[src/rtl/serial_subtractor_16bit_pkg.sv]
// Shared arithmetic-family definitions: FSM state encoding and default operand width.
package serial_arith_pkg;

  localparam int   ARITH_W = 16;
  localparam logic ST_IDLE = 1'b0;
  localparam logic ST_RUN  = 1'b1;

  typedef enum logic {
    IDLE = ST_IDLE,
    RUN  = ST_RUN
  } state_e;

endpackage

[src/rtl/serial_subtractor_16bit_if.sv]
// Start/done handshake and operand/result bus of the serial subtractor.
// Optional macro SERIAL_SUB_OVF_EN adds the signed-overflow flag ovf.
interface serial_subtractor_16bit_if
  import serial_arith_pkg::*;
#(
  parameter int WIDTH = ARITH_W
);

  logic             start;
  logic [WIDTH-1:0] A;
  logic [WIDTH-1:0] B;
  logic             Bin;
  logic             busy;
  logic             done;
  logic [WIDTH-1:0] diff;
  logic             Bout;
`ifdef SERIAL_SUB_OVF_EN
  logic             ovf;

  modport master (output start, A, B, Bin, input busy, done, diff, Bout, ovf);
  modport slave  (input start, A, B, Bin, output busy, done, diff, Bout, ovf);
`else
  modport master (output start, A, B, Bin, input busy, done, diff, Bout);
  modport slave  (input start, A, B, Bin, output busy, done, diff, Bout);
`endif

endinterface

[src/rtl/serial_subtractor_16bit_full_subtractor_1bit.sv]
// One-bit full subtractor cell: d = a - b - bin with borrow-out.
module full_subtractor_1bit (
  input  logic a,
  input  logic b,
  input  logic bin,
  output logic d,
  output logic bout
);

  logic w_axb;

  assign w_axb = a ^ b;
  assign d     = w_axb ^ bin;
  assign bout  = (~a & b) | (~w_axb & bin);

endmodule

[src/rtl/serial_subtractor_16bit.sv]
// Bit-serial LSB-first subtractor: diff = A - B - Bin over WIDTH cycles.
// Optional macro SERIAL_SUB_OVF_EN adds a registered signed-overflow output.
module serial_subtractor_16bit
  import serial_arith_pkg::*;
#(
  parameter int WIDTH = ARITH_W
) (
  input  logic                    clk,
  input  logic                    rst_n,
  serial_subtractor_16bit_if.slave bus
);

  localparam int CW = (WIDTH > 2) ? $clog2(WIDTH) : 1;

  state_e           r_state;
  state_e           w_state_nxt;
  logic [CW-1:0]    r_cnt;
  logic [WIDTH-1:0] r_a_sh;
  logic [WIDTH-1:0] r_b_sh;
  logic             r_brw;
  logic [WIDTH-1:0] r_res;
  logic [WIDTH-1:0] r_diff;
  logic             r_bout;
  logic             r_done;

  logic             w_accept;
  logic             w_last;
  logic             w_d;
  logic             w_bout;
  logic [WIDTH-1:0] w_res_nxt;

  full_subtractor_1bit u_fs (
    .a    (r_a_sh[0]),
    .b    (r_b_sh[0]),
    .bin  (r_brw),
    .d    (w_d),
    .bout (w_bout)
  );

  assign w_res_nxt = {w_d, r_res[WIDTH-1:1]};

  always_comb begin
    w_state_nxt = r_state;
    w_accept    = 1'b0;
    w_last      = 1'b0;
    case (r_state)
      IDLE: begin
        if (bus.start) begin
          w_accept    = 1'b1;
          w_state_nxt = RUN;
        end
      end
      RUN: begin
        if (r_cnt == CW'(WIDTH - 1)) begin
          w_last      = 1'b1;
          w_state_nxt = IDLE;
        end
      end
      default: w_state_nxt = IDLE;
    endcase
  end

  always_ff @(posedge clk or negedge rst_n) begin
    if (!rst_n) r_state <= IDLE;
    else        r_state <= w_state_nxt;
  end

  // Operand capture, serial shifting, and result commit on the last bit.
  always_ff @(posedge clk or negedge rst_n) begin
    if (!rst_n) begin
      r_cnt  <= '0;
      r_a_sh <= '0;
      r_b_sh <= '0;
      r_brw  <= 1'b0;
      r_res  <= '0;
      r_diff <= '0;
      r_bout <= 1'b0;
      r_done <= 1'b0;
    end else begin
      r_done <= 1'b0;
      if (w_accept) begin
        r_a_sh <= bus.A;
        r_b_sh <= bus.B;
        r_brw  <= bus.Bin;
        r_cnt  <= '0;
      end else if (r_state == RUN) begin
        r_a_sh <= r_a_sh >> 1;
        r_b_sh <= r_b_sh >> 1;
        r_brw  <= w_bout;
        r_res  <= w_res_nxt;
        r_cnt  <= r_cnt + 1'b1;
        if (w_last) begin
          r_diff <= w_res_nxt;
          r_bout <= w_bout;
          r_done <= 1'b1;
        end
      end
    end
  end

`ifdef SERIAL_SUB_OVF_EN
  // Operand sign bits are shifted out during RUN, so keep them for the overflow test.
  logic r_a_msb;
  logic r_b_msb;
  logic r_ovf;

  always_ff @(posedge clk or negedge rst_n) begin
    if (!rst_n) begin
      r_a_msb <= 1'b0;
      r_b_msb <= 1'b0;
      r_ovf   <= 1'b0;
    end else begin
      if (w_accept) begin
        r_a_msb <= bus.A[WIDTH-1];
        r_b_msb <= bus.B[WIDTH-1];
      end
      if (w_last) begin
        r_ovf <= (r_a_msb != r_b_msb) && (w_res_nxt[WIDTH-1] != r_a_msb);
      end
    end
  end

  assign bus.ovf = r_ovf;
`endif

  assign bus.busy = (r_state == RUN);
  assign bus.done = r_done;
  assign bus.diff = r_diff;
  assign bus.Bout = r_bout;

endmodule

[src/flat_wrapper.sv]
// flat-port wrapper written by rule: the top's interface ports become plain ports
module serial_subtractor_16bit_flat import serial_arith_pkg::*;
#(
  parameter int WIDTH = ARITH_W
)
  (clk, rst_n, bus_start, bus_A, bus_B, bus_Bin, bus_busy, bus_done, bus_diff, bus_Bout);
  serial_subtractor_16bit_if #(.WIDTH(WIDTH)) bus_i ();
  input  logic clk;
  input  logic rst_n;
  input wire logic [$bits(bus_i.start)-1:0] bus_start;
  input wire logic [$bits(bus_i.A)-1:0] bus_A;
  input wire logic [$bits(bus_i.B)-1:0] bus_B;
  input wire logic [$bits(bus_i.Bin)-1:0] bus_Bin;
  output wire logic [$bits(bus_i.busy)-1:0] bus_busy;
  output wire logic [$bits(bus_i.done)-1:0] bus_done;
  output wire logic [$bits(bus_i.diff)-1:0] bus_diff;
  output wire logic [$bits(bus_i.Bout)-1:0] bus_Bout;
  assign bus_i.start = bus_start;
  assign bus_i.A = bus_A;
  assign bus_i.B = bus_B;
  assign bus_i.Bin = bus_Bin;
  assign bus_busy = bus_i.busy;
  assign bus_done = bus_i.done;
  assign bus_diff = bus_i.diff;
  assign bus_Bout = bus_i.Bout;
  serial_subtractor_16bit #(.WIDTH(WIDTH)) u_core (.clk(clk), .rst_n(rst_n), .bus(bus_i));
endmodule
[config.mk]
export PLATFORM = sky130hd
export DESIGN_NAME = serial_subtractor_16bit_flat
export DESIGN_NICKNAME = d
export VERILOG_FILES = /design/src/rtl/serial_subtractor_16bit_pkg.sv /design/src/rtl/serial_subtractor_16bit_if.sv /design/src/rtl/serial_subtractor_16bit_full_subtractor_1bit.sv /design/src/rtl/serial_subtractor_16bit.sv /design/src/flat_wrapper.sv
export SDC_FILE = /design/constraint.sdc
export NUM_CORES = 1
export LEC_CHECK = 0
export CAP_MARGIN = 20
export CORE_MARGIN = 4
export CORE_UTILIZATION = 50
export DETAILED_ROUTE_END_ITERATION = 8
export GPL_ROUTABILITY_DRIVEN = 1
export GPL_TIMING_DRIVEN = 0
export PLACE_DENSITY = 0.77
export RECOVER_POWER = 50
export SLEW_MARGIN = 20
export SYNTH_ARGS = -nofsm -noshare
export SYNTH_HDL_FRONTEND = slang
export SYNTH_HIERARCHICAL = 1
export SYNTH_SLANG_ARGS = --single-unit
export TNS_END_PERCENT = 100
[constraint.sdc]
create_clock -name clk -period 2.3 [get_ports clk]
set_input_delay 0.46 -clock clk [delete_from_list [all_inputs] [get_ports clk]]
set_output_delay 0.46 -clock clk [all_outputs]
set_load 0.005 [all_outputs]
==> results of run 1 <==
==> where the power goes <==
| part | switching, mW | internal, mW |
|---|---|---|
| sequential | 0.335 | 1.75 |
| combinational | 0.667 | 0.855 |
| clock | 0.465 | 0.424 |
==> what timing repair did <==
item | in CTS | in global routing
setup endpoints to repair | 0 | 0
endpoints found under the hold margin | 12 | 0
hold buffers | 1 | 0
==> sequential cells by signal, indices dropped and copies added, names as in the netlist, 4 cells and up <==
name and cells:
u_core/r_cnt 4, u_core/r_a_sh 16, u_core/r_res 15, u_core/bus.diff 16, u_core/r_b_sh 16
==> worst paths after layout <==
path | start | endpoint | slack [ns] | cells past startpoint
setup / recovery | u_core/bus.busy$_DFF_PN0_ | bus_busy | 0.49 | 1
hold / removal | u_core/r_a_sh[11]$_DFFE_PN0P_ | u_core/r_a_sh[10]$_DFFE_PN0P_ | 0.48 | 2
setup reg to reg | u_core/bus.busy$_DFF_PN0_ | u_core/r_brw$_DFFE_PN0P_ | 0.63 | 4
hold reg to reg | u_core/r_a_sh[11]$_DFFE_PN0P_ | u_core/r_a_sh[10]$_DFFE_PN0P_ | 0.48 | 2
max in group asynchronous | rst_n | u_core/r_cnt[3]$_DFFE_PN0P_ | 0.53 | 3
min in group asynchronous | rst_n | u_core/r_a_sh[10]$_DFFE_PN0P_ | 0.93 | 2
==> final cells by class <==
cell class / instances / share of cell area [%]
flip-flops and latches: 71 / 45.88
inverters: 4 / 0.4523
well taps: 75 / 2.423
repair buffers: 55 / 14.51
multi-input cells: 176 / 29.08
clock inverters: 6 / 1.131
plain buffers: 15 / 2.973
clock buffers: 10 / 3.554
==> logic make-up after synthesis <==
family	after synthesis
buf+inv	19
compound gates	34
xor+xnor	2
flops	71
simple gates	89
fa+ha+maj	2
mux	49
==> synth_stat cells <==
cell type / count / area [sq um]
sky130_fd_sc_hd__xor2_1: 1 / 8.760
sky130_fd_sc_hd__clkbuf_1: 2 / 7.510
sky130_fd_sc_hd__nand4_4: 1 / 21.27
sky130_fd_sc_hd__a22o_1: 3 / 26.28
sky130_fd_sc_hd__fa_1: 1 / 20.02
sky130_fd_sc_hd__inv_4: 1 / 6.260
sky130_fd_sc_hd__xnor2_1: 1 / 8.760
sky130_fd_sc_hd__nor2_1: 4 / 15.01
sky130_fd_sc_hd__inv_1: 3 / 11.26
sky130_fd_sc_hd__nand2_1: 82 / 307.8
sky130_fd_sc_hd__mux2i_1: 34 / 340.3
sky130_fd_sc_hd__nand2b_1: 1 / 6.260
sky130_fd_sc_hd__mux2_4: 8 / 120.1
sky130_fd_sc_hd__o21ai_0: 31 / 155.2
sky130_fd_sc_hd__dfrtp_1: 71 / 1777
sky130_fd_sc_hd__buf_2: 5 / 25.02
sky130_fd_sc_hd__buf_6: 5 / 56.30
sky130_fd_sc_hd__nand3_1: 1 / 5.000
sky130_fd_sc_hd__buf_4: 1 / 7.510
sky130_fd_sc_hd__buf_8: 2 / 30.03
sky130_fd_sc_hd__ha_1: 1 / 12.51
sky130_fd_sc_hd__mux2_2: 7 / 78.83
==> per-stage QoR <==
stage | setup WS, ns | instances | total power, mW
floorplan | 1.060 | 266 | 3.007
global placement | -1.609 | 394 | 3.575
detailed placement | 0.8290 | 395 | 3.659
CTS | 0.4376 | 412 | 4.577
global route | 0.3694 | 412 | 4.838
finish | 0.4857 | 412 | 4.498
==> worst reg2reg max path: stages, from the launching register on <==
cell and delay, ns:
sky130_fd_sc_hd__dfrtp_1 0.47, sky130_fd_sc_hd__clkbuf_1 0.49, sky130_fd_sc_hd__clkbuf_1 0.43, sky130_fd_sc_hd__nand2_1 0.09, sky130_fd_sc_hd__o21ai_0 0.10
==> layer usage <==
layer / vias up / share of wire [%] / track usage [%]
li1: 1012 / - / -
met3: 7 / 5.6 / 6.148
met1: 1005 / 46 / 23.26
met2: 49 / 48 / 28.73
met4: 0 / 0.88 / 4.748
met5: - / 0 / 0
==> qor.txt, run 1 <==
Result of the run - complete, no violations
Level count of the clock H-tree - 3
Final Hold Violating Endpoints - 0
Number of flip-flops and latches in the synthesized netlist - 71
Via density - 5.032
Post-CTS setup-driven buffer insertion count - 0
Number of nets in the synthesized netlist - 304
IO Count - 55
Final Slew Violations - 0
Critical Path Slowest Stage Cell - sky130_fd_sc_hd__clkdlybuf4s50_1
Setup repair after global routing missed its margin - no
Leading cell type in the layout, fill and taps excluded - sky130_fd_sc_hd__nand2_1
Area of the placeable core - 5921 sq um
Maximum clock path buffer count - 2
Max-cap violation count - 0
Post-synthesis share of cell area spent on full adders, half adders and majority gates - 1.068%
Mux contribution to synthesized area - 17.70%
Worst supply voltage drop on vdd - 0.0007255 V
CTS buffer count - 9
Sort of element at the end of the critical path - output pin
Synthesized-area fraction occupied by and/or/nand/nor cells - 11.66%
CTS tree - done
Area used by multi-input combinational logic - 1126 sq um
Chip Height - 86.06 um
Portion of the clock cycle consumed by the worst path in the final layout - 78.88%
DRC marker count from the first detailed-route iteration - 92
TritonCTS Sinks - 71
I/O Buffers - 53
Type of the setup path with the least slack - flip-flop to output pin
Count of final setup violators - 0
Slew of the pin with the lowest slew margin - 1.277 ns
Total negative setup slack - 0 ns
Post-CTS resize count - 0
First-pass GRT wire length - 10.47 mm
Starting density of the core - 51.46%
DRC Markers - 0
Congestion Overflow GR - 0
Die extent in x - 86.06 um
Wirelength, routed - 5.997 mm
Number of buffer and inverter instances along the worst setup path - 1
Worst Hold Margin - 0.4790 ns
Area of placed instances - 3696 sq um
Crit-path max cell delay - 0.55 ns
Utilization after layout - 65.41%
Most used cells in the layout excluding fill and tap cells - sky130_fd_sc_hd__nand2_1, sky130_fd_sc_hd__dfrtp_1, sky130_fd_sc_hd__clkdlybuf4s50_1, sky130_fd_sc_hd__mux2i_1, sky130_fd_sc_hd__o21ai_0
Data required time of the worst path - 1.84 ns
Total number of yosys warnings - 6
Vias in the first global route - 2237
Pin count of the biggest net entering global routing - 51
Initial antenna violation count - 0
Fraction of final layout cells sized beyond drive strength 1 - 12.76%
Max Clock Skew - 0.01219 ns
Highest Clock Rate - 551.2 MHz
Crit path DAT - 1.35 ns
Cell area after synthesis - 3047 sq um
Reg clk slew, reported paths - 0.07 ns
Area grow syn2layout - 27.10%
DIE AREA - 7406 sq um
Total power per unit cell area - 1162 nW/um^2
Vias - 2073
Cells traversed along the worst timing path - clkdlybuf4s50_1
Top delay family on crit path - buffers and inverters
Fraction of synthesized cell area in xor and xnor cells - 0.5749%
Post-route cell area - 3872 sq um
Count of fill cells added during filler insertion - 472
Post-layout min period - 1.814 ns
Cell row count - 28
Number of iterations in the first detailed-routing pass - 4
Number of nets with antenna violations after routing - 0
FF+latch area - 1777 sq um
HPWL after detailed placement - 4.186 mm
Min-Delay Path Class - flip-flop to flip-flop
Tightest slew margin relative to the limit - 14.84%
Final weighted congestion in routability-driven placement - 0.7903
Fraction of the mapped netlist area in compound gates - 5.955%
Instance count of the mapped netlist - 266
Share of synthesized area occupied by flip-flops and latches - 58.32%
Overall track demand over capacity in global routing - 17.90%
Latest clock arrival within the worst-skew pair - 0.35 ns
Post-layout net count - 370
Clock Tree Root - sky130_fd_sc_hd__clkbuf_8
Number of antenna cells inserted - 0
Critical Path Start Type - flip-flop
Wire per inst - 14.56 um
Largest family of logic cells by synthesized area - multiplexers
Leak - 1.871 nW
Syn Area/Cell - 11.45 sq um
Critical path fanouts, max - 5
Count of cell types in the netlist - 22
Power figures use the tool's default switching activity.
==> run 2: changes to the inputs <==
- clock period: 2.3 -> 1.78 ns (I/O delays scaled with it)
==> run 2 against run 1 <==
  * Cell count stayed put
  * Die area stayed put
  * Cell area is 0.26% higher
  * Worst setup slack worse by 0.37 ns
  * Critical endpoint unchanged
  * Global-route usage stayed put
==> qor.txt, run 2 (synthesis results as in run 1) <==
Leak - 1.878 nW (+0.39%)
Number of nets with antenna violations after routing - 0 (unchanged)
Portion of the clock cycle consumed by the worst path in the final layout - 93.22%
Post-layout net count - 370 (unchanged)
Via density - 5.024 (-0.14%)
Congestion Overflow GR - 0 (unchanged)
Worst Hold Margin - 0.3913 ns (-0.08775 ns)
Top delay family on crit path - buffers and inverters
Utilization after layout - 65.57% (+0.17 points)
Type of the setup path with the least slack - flip-flop to output pin
Worst supply voltage drop on vdd - 0.0009377 V (+29%)
Fraction of power spent switching nets - 32.53% (-0.065 points)
Chip Height - 86.06 um (unchanged)
CTS tree - done
Die extent in x - 86.06 um (unchanged)
Total power per unit cell area - 1501 nW/um^2 (+29%)
Most used cells in the layout excluding fill and tap cells - sky130_fd_sc_hd__nand2_1, sky130_fd_sc_hd__dfrtp_1, sky130_fd_sc_hd__clkdlybuf4s50_1, sky130_fd_sc_hd__mux2i_1, sky130_fd_sc_hd__o21ai_0
Max Clock Skew - 0.01191 ns (-0.0002822 ns)
Final weighted congestion in routability-driven placement - 0.7903 (unchanged)
DRC Markers - 0 (unchanged)
Cell row count - 28 (unchanged)
Area grow syn2layout - 27.43%
DRC marker count from the first detailed-route iteration - 93 (+1.1%)
Portion of total power attributed to combinational logic - 34.0% (+0.2 points)
Power spent charging and discharging nets - 1.896 mW (+29%)
Clock Tree Root - sky130_fd_sc_hd__clkbuf_8
Highest Clock Rate - 602.7 MHz
Critical path fanouts, max - 5 (unchanged)
Clock share of power - 19.7% (about the same)
Data required time of the worst path - 1.42 ns (-0.42 ns)
Tightest slew margin relative to the limit - 60.46% (+46 points)
Final Hold Violating Endpoints - 0 (unchanged)
Number of iterations in the first detailed-routing pass - 4 (unchanged)
Final cell count without fillers - 412 (unchanged)
Area of the placeable core - 5921 sq um (unchanged)
Post-layout min period - 1.659 ns
Critical Path Start Type - flip-flop
Cell internal power dissipation - 3.933 mW (+30%)
Result of the run - complete, no violations
Initial antenna violation count - 0 (unchanged)
HPWL after detailed placement - 4.186 mm (unchanged)
Setup repair after global routing missed its margin - no
Critical Path Slowest Stage Cell - sky130_fd_sc_hd__clkdlybuf4s50_1
Max-cap violation count - 0 (unchanged)
Latest clock arrival within the worst-skew pair - 0.35 ns (about the same)
Starting density of the core - 51.46% (unchanged)
Level count of the clock H-tree - 3 (unchanged)
Reg clk slew, reported paths - 0.07 ns (about the same)
Fraction of final layout cells sized beyond drive strength 1 - 13.65% (+0.89 points)
Maximum clock path buffer count - 2 (unchanged)
CTS buffer count - 9 (unchanged)
Leading cell type in the layout, fill and taps excluded - sky130_fd_sc_hd__nand2_1
Final Slew Violations - 0 (unchanged)
IO Count - 55 (unchanged)
Wire per inst - 14.55 um (about the same)
TritonCTS Sinks - 71 (unchanged)
Number of buffer and inverter instances along the worst setup path - 1 (unchanged)
Number of cells after detailed placement - 395 (unchanged)
Crit path DAT - 1.30 ns (-0.05 ns)
Vias - 2070 (-0.14%)
Overall track demand over capacity in global routing - 17.90% (unchanged)
Design Power - 5.829 mW (+30%)
Pin count of the biggest net entering global routing - 51 (unchanged)
Cells traversed along the worst timing path - clkdlybuf4s50_1
Vias in the first global route - 2237 (unchanged)
Number of antenna cells inserted - 0 (unchanged)
DIE AREA - 7406 sq um (unchanged)
Count of final setup violators - 0 (unchanged)
Min-Delay Path Class - input port to flip-flop
First-pass GRT wire length - 10.47 mm (unchanged)
Post-CTS setup-driven buffer insertion count - 0 (unchanged)
Crit-path max cell delay - 0.52 ns (-0.03 ns)
Wirelength, routed - 5.995 mm (about the same)
Seq pwr share - 46.3% (about the same)
Sort of element at the end of the critical path - output pin
Total negative setup slack - 0 ns (unchanged)
I/O Buffers - 53 (unchanged)
Slew of the pin with the lowest slew margin - 0.5931 ns (-0.6843 ns)
run 2: stage by stage:
step | setup WS [ns] | instance area, sq um
after floorplan | 0.5400 | 3047
after global placement | -2.025 | 3671
after detailed placement | 0.4096 | 3696
after CTS | 0.02164 | 3887
after global routing | 0.07464 | 3882
final | 0.1207 | 3882
run 2: what timing repair did:
action                                  CTS  global route
endpoints found under the setup margin    0             1
hold buffers                              1             0
hold endpoints to repair                 21             0
resized for setup                         0             1
run 2: final timing paths:
path	from	end	slack, ns	depth (start not counted)
min reg2reg	u_core/bus.diff[0]$_DFFE_PN0P_	u_core/bus.diff[0]$_DFFE_PN0P_	0.48	2
min	bus_start	u_core/r_cnt[0]$_DFFE_PN0P_	0.39	3
max in group asynchronous	rst_n	u_core/bus.busy$_DFF_PN0_	0.59	3
max reg2reg	u_core/r_cnt[0]$_DFFE_PN0P_	u_core/bus.diff[14]$_DFFE_PN0P_	0.41	5
min in group asynchronous	rst_n	u_core/r_a_sh[10]$_DFFE_PN0P_	0.55	2
max	u_core/bus.busy$_DFF_PN0_	bus_busy	0.12	1
run 2: power by group through the flow:
| stage | registers, mW | clock network (mW) | logic, mW |
|---|---|---|---|
| after floorplan | 2.63 | 0 | 1.26 |
| after global placement | 2.69 | 0 | 1.93 |
| after detailed placement | 2.72 | 0 | 2.01 |
| after CTS | 2.70 | 1.19 | 2.02 |
| after global routing | 2.79 | 1.27 | 2.20 |
| final | 2.70 | 1.15 | 1.98 |
run 2: cell type report:
type                    count  area, sq um
clock buffers              10        137.6
flip-flops and latches     71         1778
well taps                  75        93.84
fillers                   468         2038
plain buffers              15        122.6
clock inverters             6        43.79
repair buffers             55        563.0
multi-input cells         176         1126
inverters                   4        17.52
run 2: worst reg2reg max path, stage by stage (launching register included):
cell	delay [ns]
sky130_fd_sc_hd__dfrtp_1	0.40
sky130_fd_sc_hd__ha_1	0.25
sky130_fd_sc_hd__nand4_4	0.21
sky130_fd_sc_hd__buf_2	0.26
sky130_fd_sc_hd__nand2_1	0.09
sky130_fd_sc_hd__nand2_1	0.05
run 2: layer usage:
layer	routed length, um	track usage, %	vias to the layer above
met5	0	0	-
met1	2762	23.26	1002
met4	53	4.748	0
met2	2848	28.73	47
li1	-	-	1014
met3	331	6.148	7
==> run 3: changes to the inputs <==
- MAX_ROUTING_LAYER: not set -> met4
==> run 3 against run 2 <==
  * Wire length is essentially flat
  * Sequential share of layout area did not move
  * Register-to-register slack is essentially flat
  * Clock power about the same
  * Total power decreased by 0.11%
  * Cell area is the same
  * Critical endpoint unchanged
  * First-iteration DRC count is 6.5% lower
  * Clock skew is essentially flat
  * Sequential cell count did not move
  * Global-route usage increased by 0.60 points
==> qor.txt, run 3 (synthesis results as in run 1) <==
Result of the run - complete, no violations
Highest Clock Rate - 603.9 MHz (+0.20%)
Critical Path Start Type - flip-flop
Startpoint of the most critical setup path - u_core/bus.busy$_DFF_PN0_
Slew of the pin with the lowest slew margin - 0.5936 ns (+0.0004817 ns)
DRC marker count from the first detailed-route iteration - 87 (-6.5%)
First-pass GRT wire length - 10.48 mm (+0.13%)
Design Power - 5.823 mW (-0.11%)
Count of final setup violators - 0 (unchanged)
Portion of the clock cycle consumed by the worst path in the final layout - 93.03% (-0.19 points)
Reg clk slew, reported paths - 0.07 ns (about the same)
Cells traversed along the worst timing path - clkdlybuf4s50_1
Number of cell instances on the worst register-to-register path - 5 (unchanged)
IO Count - 55 (unchanged)
Final cell count without fillers - 412 (unchanged)
Total negative setup slack - 0 ns (unchanged)
Vias - 2072 (+0.097%)
Vias in the first global route - 2221 (-0.72%)
Sort of element at the end of the critical path - output pin
Worst Hold Margin - 0.3953 ns (+0.004030 ns)
Initial antenna violation count - 0 (unchanged)
I/O Buffers - 53 (unchanged)
Clock Tree Root - sky130_fd_sc_hd__clkbuf_8
End point of the worst hold path - u_core/r_cnt[0]$_DFFE_PN0P_
Congestion Overflow GR - 0 (unchanged)
Fraction of final layout cells sized beyond drive strength 1 - 13.65% (unchanged)
Max Clock Skew - 0.01195 ns (+0.00003700 ns)
Number of buffer and inverter instances along the worst setup path - 1 (unchanged)
Tightest slew margin relative to the limit - 60.43% (about the same)
Max-cap violation count - 0 (unchanged)
Launching point of the worst reg2reg path - u_core/r_cnt[0]$_DFFE_PN0P_
DRC Markers - 0 (unchanged)
DIE AREA - 7406 sq um (unchanged)
Critical path fanouts, max - 5 (unchanged)
Wirelength, routed - 5.990 mm (about the same)
Setup repair after global routing missed its margin - no
Crit path DAT - 1.30 ns (about the same)
Pin count of the biggest net entering global routing - 51 (unchanged)
Starting density of the core - 51.46% (unchanged)
Data required time of the worst path - 1.42 ns (about the same)
Final Slew Violations - 0 (unchanged)
CTS buffer count - 9 (unchanged)
Overall track demand over capacity in global routing - 18.50% (+0.60 points)
HPWL after detailed placement - 4.186 mm (unchanged)
Hold-critical path depth - 3 (unchanged)
Number of nets with antenna violations after routing - 0 (unchanged)
Number of cells after detailed placement - 395 (unchanged)
Post-route cell area - 3882 sq um (unchanged)
Total power per unit cell area - 1500 nW/um^2 (-0.11%)
Origin of the worst min-delay path - bus_start
Leak - 1.878 nW (unchanged)
Level count of the clock H-tree - 3 (unchanged)
Cell row count - 28 (unchanged)
Leading cell type in the layout, fill and taps excluded - sky130_fd_sc_hd__nand2_1
Crit Reg-Reg Endpoint - u_core/bus.diff[14]$_DFFE_PN0P_
Min-Delay Path Class - input port to flip-flop
Area of placed instances - 3696 sq um (unchanged)
Post-layout net count - 370 (unchanged)
Maximum clock path buffer count - 2 (unchanged)
Number of antenna cells inserted - 0 (unchanged)
Area of the placeable core - 5921 sq um (unchanged)
Latest clock arrival within the worst-skew pair - 0.34 ns (about the same)
Chip Height - 86.06 um (unchanged)
R2R setup slack - 0.42 ns (about the same)
Final weighted congestion in routability-driven placement - 0.8014 (+1.4%)
TritonCTS Sinks - 71 (unchanged)
CTS tree - done
Most used cells in the layout excluding fill and tap cells - sky130_fd_sc_hd__nand2_1, sky130_fd_sc_hd__dfrtp_1, sky130_fd_sc_hd__clkdlybuf4s50_1, sky130_fd_sc_hd__mux2i_1, sky130_fd_sc_hd__o21ai_0
Area grow syn2layout - 27.43% (unchanged)
Via density - 5.029 (about the same)
Crit-path max cell delay - 0.52 ns (about the same)
Final Hold Violating Endpoints - 0 (unchanged)
Top delay family on crit path - buffers and inverters
Worst supply voltage drop on vdd - 0.0009373 V (about the same)
Critical Path Slowest Stage Cell - sky130_fd_sc_hd__clkdlybuf4s50_1
Post-CTS setup-driven buffer insertion count - 0 (unchanged)
Die extent in x - 86.06 um (unchanged)
Number of iterations in the first detailed-routing pass - 4 (unchanged)
Wire per inst - 14.54 um (about the same)
Type of the setup path with the least slack - flip-flop to output pin
Post-layout min period - 1.656 ns (-0.003313 ns)
[run 3: cell counts in the layout (fill, tap and decap cells not counted)]
Identical to the previous run, type by type.
[run 3: what timing repair did]
action | 4_1_cts | 5_1_grt
gates resized for setup | 0 | 1
endpoints found under the hold margin | 21 | 0
setup endpoints to repair | 0 | 1
hold buffers | 1 | 0
[run 3: final cells by class]
class	instances	area (sq um)
inverter	4	17.52
clock buffer	10	137.6
sequential	71	1778
fill	468	2038
timing repair buffer	55	563.0
buffer	15	122.6
clock inverter	6	43.79
tap	75	93.84
multi-input combinational	176	1126
[run 3: worst max path at each step]
stage / endpoint / slack [ns] / depth (start not counted)
after floorplan: u_core/r_res[15]$_DFFE_PN0P_ / 0.54 / 2
after global placement: u_core/bus.diff[3]$_DFFE_PN0P_ / -2.03 / 1
after detailed placement: u_core/bus.diff[14]$_DFFE_PN0P_ / 0.41 / 5
after CTS: bus_busy / 0.02 / 1
after global routing: bus_busy / 0.07 / 1
final: bus_busy / 0.12 / 1
[run 3: where the power goes]
group | internal, mW | switching [mW] | total (mW)
Clock | 0.547 | 0.598 | 1.15
Combinational | 1.12 | 0.860 | 1.98
Sequential | 2.27 | 0.432 | 2.70
Total | 3.93 | 1.89 | 5.82
[run 3: worst min-delay path: stages]
cell and delay, ns:
sky130_fd_sc_hd__buf_4 0.16, sky130_fd_sc_hd__nand2b_1 0.12, sky130_fd_sc_hd__mux2i_1 0.06
[run 3: through the flow]
step	setup slack [ns]	utilization, %
final	0.1241	65.57
after global routing	0.07467	65.57
after CTS	0.02164	65.66
after detailed placement	0.4096	62.43
after global placement	-2.025	62.00
after floorplan	0.5400	-
[run 3: routing by layer]
metal | track usage, % | wire length, um | vias to the layer above | part of all wire (%)
met1 | 23.51 | 2773 | 1001 | 46
met3 | 6.052 | 322 | 7 | 5.4
met4 | 4.748 | 53 | 0 | 0.88
li1 | - | - | 1015 | -
met5 | - | 0 | - | 0
met2 | 28.73 | 2841 | 49 | 47
